===== config.mk =====
export PLATFORM = sky130hd
export DESIGN_NAME = iddrx2_word_aligner
export DESIGN_NICKNAME = d
export VERILOG_FILES = /design/src/rtl/iddrx2_aligner_pkg.sv /design/src/rtl/iddrx2_gearbox_4to8.sv /design/src/rtl/iddrx2_word_aligner.sv
export SDC_FILE = /design/constraint.sdc
export NUM_CORES = 1
export LEC_CHECK = 0
export ABC_CLOCK_PERIOD_IN_PS = 2400
export BUFFER_PORTS_ARGS = -buffer_cell sky130_fd_sc_hd__buf_2
export CAP_MARGIN = 20
export CORE_UTILIZATION = 58
export DETAILED_ROUTE_END_ITERATION = 7
export GPL_TIMING_DRIVEN = 1
export PLACE_DENSITY = 0.85
export REMOVE_ABC_BUFFERS = 1
export SETUP_SLACK_MARGIN = 0.15
export SLEW_MARGIN = 20
export SYNTH_ARGS = -nofsm -noshare
export SYNTH_HDL_FRONTEND = slang
export SYNTH_HIERARCHICAL = 1
export SYNTH_SLANG_ARGS = --single-unit

===== constraint.sdc =====
create_clock -name sclk -period 2.4 [get_ports sclk]
set_input_delay 0.12 -clock sclk [delete_from_list [all_inputs] [get_ports sclk]]
set_output_delay 0.12 -clock sclk [all_outputs]
set_load 0.01 [all_outputs]

===== src/rtl/iddrx2_aligner_pkg.sv =====
// Shared types and widths for the IDDRX2F word aligner.
package iddrx2_aligner_pkg;

  localparam int WORD_W = 8;
  localparam int NIB_W  = 4;
  localparam int SLIP_W = 3;

  typedef enum logic [1:0] {HUNT, WAIT, CHECK, LOCKED} aligner_state_e;

endpackage


===== src/rtl/iddrx2_gearbox_4to8.sv =====
// 4-to-8 gearbox: nibble history, word phase and bit-offset window select.
module iddrx2_gearbox_4to8
  import iddrx2_aligner_pkg::*;
(
  input  logic              sclk,
  input  logic              rst_n,
  input  logic [NIB_W-1:0]  din,
  input  logic [SLIP_W-1:0] slip_pos,
  output logic [WORD_W-1:0] word_out,
  output logic              word_valid
);

  // hist[0] is the oldest bit; the newest nibble enters at the top
  logic [2*WORD_W-1:0] hist;
  logic                phase;

  always_ff @(posedge sclk or negedge rst_n) begin
    if (!rst_n) begin
      hist       <= '0;
      phase      <= 1'b0;
      word_out   <= '0;
      word_valid <= 1'b0;
    end else begin
      hist       <= {din, hist[2*WORD_W-1:NIB_W]};
      phase      <= ~phase;
      word_valid <= phase;
      if (phase) word_out <= hist[slip_pos +: WORD_W];
    end
  end

endmodule


===== src/rtl/iddrx2_word_aligner.sv =====
// Word aligner behind IDDRX2F: bit-slips until TRAIN_PATTERN is seen, tracks lock.
// Optional ALIGNER_STATS_EN adds a saturating slip_count port.
module iddrx2_word_aligner
  import iddrx2_aligner_pkg::*;
#(
  parameter logic [WORD_W-1:0] TRAIN_PATTERN = 8'h1E,
  parameter int unsigned       LOCK_COUNT    = 4,
  parameter int unsigned       ERR_COUNT     = 3,
  parameter int unsigned       SLIP_WAIT     = 2
)(
  input  logic              sclk,
  input  logic              rst_n,
  input  logic [NIB_W-1:0]  din,
  input  logic              train_en,
  output logic [WORD_W-1:0] word_out,
  output logic              word_valid,
  output logic              locked,
  output logic [SLIP_W-1:0] slip_pos,
  output logic              align_err
`ifdef ALIGNER_STATS_EN
  ,output logic [15:0]      slip_count
`endif
);

  localparam logic [3:0] LOCK_N = 4'(LOCK_COUNT);
  localparam logic [3:0] ERR_N  = 4'(ERR_COUNT);
  localparam logic [2:0] WAIT_N = 3'(SLIP_WAIT);

  aligner_state_e    state_q, state_d;
  logic [3:0]        match_q, match_d, err_q, err_d;
  logic [2:0]        wait_q, wait_d;
  logic [SLIP_W-1:0] slip_d;
  logic              locked_d, align_err_d, slip_go, cmp;

  iddrx2_gearbox_4to8 u_gearbox (
    .sclk       (sclk),
    .rst_n      (rst_n),
    .din        (din),
    .slip_pos   (slip_pos),
    .word_out   (word_out),
    .word_valid (word_valid)
  );

  assign cmp = (word_out == TRAIN_PATTERN);

  always_comb begin
    state_d     = state_q;
    match_d     = match_q;
    err_d       = err_q;
    wait_d      = wait_q;
    slip_d      = slip_pos;
    locked_d    = locked;
    align_err_d = 1'b0;
    slip_go     = 1'b0;
    if (word_valid) begin
      case (state_q)
        HUNT: if (train_en) begin
          if (cmp) begin
            match_d = 4'd1;
            if (LOCK_N == 4'd1) begin
              state_d  = LOCKED;
              locked_d = 1'b1;
              err_d    = '0;
            end else begin
              state_d = CHECK;
            end
          end else begin
            slip_go = 1'b1;
          end
        end
        // words in flight still carry the old offset's alignment history
        WAIT: if (wait_q <= 3'd1) begin
          wait_d  = '0;
          state_d = HUNT;
        end else begin
          wait_d = wait_q - 3'd1;
        end
        CHECK: if (!train_en) begin
          state_d = HUNT;
          match_d = '0;
        end else if (cmp) begin
          if (match_q + 4'd1 >= LOCK_N) begin
            state_d  = LOCKED;
            locked_d = 1'b1;
            match_d  = '0;
            err_d    = '0;
          end else begin
            match_d = match_q + 4'd1;
          end
        end else begin
          match_d = '0;
          slip_go = 1'b1;
        end
        // with train_en low the link carries payload, so lock is held blindly
        LOCKED: if (train_en) begin
          if (cmp) begin
            err_d = '0;
          end else if (err_q + 4'd1 >= ERR_N) begin
            state_d     = HUNT;
            locked_d    = 1'b0;
            align_err_d = 1'b1;
            err_d       = '0;
            match_d     = '0;
          end else begin
            err_d = err_q + 4'd1;
          end
        end
        default: state_d = HUNT;
      endcase
      if (slip_go) begin
        slip_d = slip_pos + 3'd1;
        if (WAIT_N == 3'd0) begin
          state_d = HUNT;
        end else begin
          state_d = WAIT;
          wait_d  = WAIT_N;
        end
      end
    end
  end

  always_ff @(posedge sclk or negedge rst_n) begin
    if (!rst_n) begin
      state_q   <= HUNT;
      match_q   <= '0;
      err_q     <= '0;
      wait_q    <= '0;
      slip_pos  <= '0;
      locked    <= 1'b0;
      align_err <= 1'b0;
    end else begin
      state_q   <= state_d;
      match_q   <= match_d;
      err_q     <= err_d;
      wait_q    <= wait_d;
      slip_pos  <= slip_d;
      locked    <= locked_d;
      align_err <= align_err_d;
    end
  end

`ifdef ALIGNER_STATS_EN
  always_ff @(posedge sclk or negedge rst_n) begin
    if (!rst_n)                                slip_count <= '0;
    else if (slip_go && slip_count != 16'hFFFF) slip_count <= slip_count + 16'd1;
  end
`endif

endmodule


==> out/qor.yml <==
outcome:
  status: "finished clean"
placed_design:
  place_inst: 250
  gp_congestion: 0.838
  dpl.hpwl_um: 2940
  place_area_mm2: 0.00237
  io_buffers: 20
logic_synthesis:
  synth_area_leaders: "dfrtp_1 (49%), mux4_2 (6.1%), mux2i_1 (4.5%)"
  synth.cell_area_mm2: 0.00223
  synth_top_cell_by_area: "dfrtp_1"
  post_synth.cell_area_avg_um2: 11.9
  synth_simple_gate_area_share: 0.131
  synth_cell_type_count: 53
  synthMuxAreaShare: 0.154
  synth-compound-area-share: 0.138
  syn-instance-count: 187
  synth_top_family_by_area: "multiplexers"
  synthArstFlopShare: 1.00
  synth_edf_count: 0
  synth_top_area_frac: 0.493
  synth_xor_area_frac: 0.0118
  yosysSeqAreaShare: 0.493
  ys.warnings.count: 6
  ys.flop_type: "dfrtp_1"
  synthAdderAreaFrac: 0.0336
  yosys_register_bits: 44
clocking:
  postCtsHoldBufs: 5
  cts-root-buf: "clkbuf_8"
  cts_resized: 0
  clk_pin_slew_ns: 0.08
  clockBufferDepth: 2
  cts_tree: "built"
  cts_buffers: 5
  clkSinkCount: 44
  clkLatencyLatePin_ns: 0.30
  cts_setup_buffers: 0
  h-tree-depth: 2
setup_path:
  reg2reg_slack_ns: 0.46
  crit_path_start_kind: "flop"
  cp_max_fo: 5
  crit_type: "reg2reg"
  crit_start: "err_q[1]$_DFFE_PN0P_"
  cp-end-kind: "flop"
  r2r-start: "err_q[1]$_DFFE_PN0P_"
  arrival_ns: 2.12
  timing.critical_path.required_ns: 2.59
min_path:
  hold_class: "in2reg"
  min_from: "train_en"
timing:
  rsz0062_at_grt: "no"
  worst_pin_slew_ns: 0.942
  fin_hold_ws_ns: 0.188
  finalCritPeriodShare: 0.808
  finalSetupViolations: 0
  fmax_mhz: 516
  relSlewSlack: 0.372
  slew_viol_final: 0
  tns_ns: 0
  fin_crit_ns: 1.94
  finalClockSkew_ns: 0.00569
  finalHoldViolCount: 0
power:
  power_density_mw_per_mm2: 1050
  ir_drop_mv: 0.584
  p_total_w: 0.00266
  p_leak_nw: 1.15
drt:
  drtPass1Iterations: 4
  drc: 0
  antenna_left: 0
  num_vias: 1585
  drt_iter0_drc: 124
  routed_wl_um: 4150
  vias_per_cell: 6.03
  wl_per_cell_um: 15.8
global_routing:
  grt-ovfl-total: 0
  grt_usage: 0.234
  grt_pass1_wl_um: 7170
  antenna_found_initial: 0
  grt_max_degree: 45
  first_global_vias: 1475
job:
  cap_violations: 0
layout:
  fin_area_mm2: 0.00254
  diodes: 0
  syn2layout_area_growth_pct: 13.7
  mostFrequentLayoutCell: "dfrtp_1"
  final_nets: 227
  finalNonFillerCells: 263
  nFillCells: 280
  post_route_cells_drive_above_1_share: 0.237
  most-common-layout-cells: "dfrtp_1 (44), buf_2 (20), nand2_1 (12)"
floorplan:
  ios: 21
  core-area_mm2: 0.00369
  dieArea_mm2: 0.00410
  start_util: 0.605
  num_rows: 22
  dieWidth_um: 64.1
  die_height_um: 64.1
-- logic make-up (layout without fill, tap and decap cells) --
logic type      count (synthesis)  after routing
xor+xnor                        3              3
compound gates                 42             42
flops                          44             44
simple gates                   50             50
fa+ha+maj                       6              6
buf+inv                        18             46
mux                            24             24
-- synthesized netlist by cell type, drive strengths merged, types with 6 or more instances --
| cell | instances |
|---|---|
| a21oi | 10 |
| nand2 | 12 |
| mux2i | 10 |
| mux4 | 6 |
| inv | 10 |
| ha | 6 |
| nor2 | 9 |
| dfrtp | 44 |
| nor2b | 8 |
| o21ai | 9 |
| mux2 | 8 |
-- registers in the layout (all words and copies together), names as in the netlist --
register / cells
u_gearbox/word_out: 8
align_err: 1
slip_pos: 3
match_q: 4
state_q: 2
locked: 1
u_gearbox/hist: 16
wait_q: 3
u_gearbox/phase: 1
u_gearbox/word_valid: 1
err_q: 4
-- layout make-up --
class	count	area, um^2	share of cell area
sequential	44	1100	0.433
multi-input combinational	125	1050	0.412
timing repair buffer	28	173	0.0680
clock buffer	6	82.6	0.0325
tap	48	60.1	0.0236
clock inverter	2	38.8	0.0153
inverter	10	37.5	0.0148
-- final timing paths --
path                       depth (start not counted)                                end
min                                                3             state_q[0]$_DFFE_PN0P_
max reg2reg                                        6             match_q[1]$_DFFE_PN0P_
max                                                6             match_q[1]$_DFFE_PN0P_
max in group asynchronous                          2             match_q[0]$_DFFE_PN0P_
min reg2reg                                        0       u_gearbox/hist[11]$_DFF_PN0_
min in group asynchronous                          2  u_gearbox/word_out[0]$_DFFE_PN0P_
-- report_power, final --
part / internal, W / switching (W) / total (W)
clock network: 0.000340 / 0.000251 / 0.000591
logic: 0.000523 / 0.000487 / 0.00101
registers: 0.000885 / 0.000173 / 0.00106
total: 0.00175 / 0.000911 / 0.00266
-- worst max-delay path, cell delays in order, from the launching register on --
cell      delay, ns
dfrtp_1        0.43
ha_1           0.24
or4_1          0.49
o21ai_2        0.10
a221oi_2       0.13
o21a_4         0.16
mux2_4         0.28
-- metrics by stage --
stage          setup slack [ns]   util
2_1_floorplan             0.356      -
3_3_place_gp              0.517  0.642
3_5_place_dp              0.486  0.642
4_1_cts                   0.466  0.689
5_1_grt                   0.293  0.689
6_report                  0.462  0.689
-- per-layer routing --
| layer | up-vias | GRT usage | share of wire |
|---|---|---|---|
| met5 | - | 0 | 0 |
| met2 | 50 | 0.344 | 0.46 |
| met4 | 0 | 0.105 | 0.019 |
| met3 | 8 | 0.0500 | 0.046 |
| met1 | 779 | 0.334 | 0.47 |
| li1 | 748 | - | - |
Power figures use the tool's default switching activity.
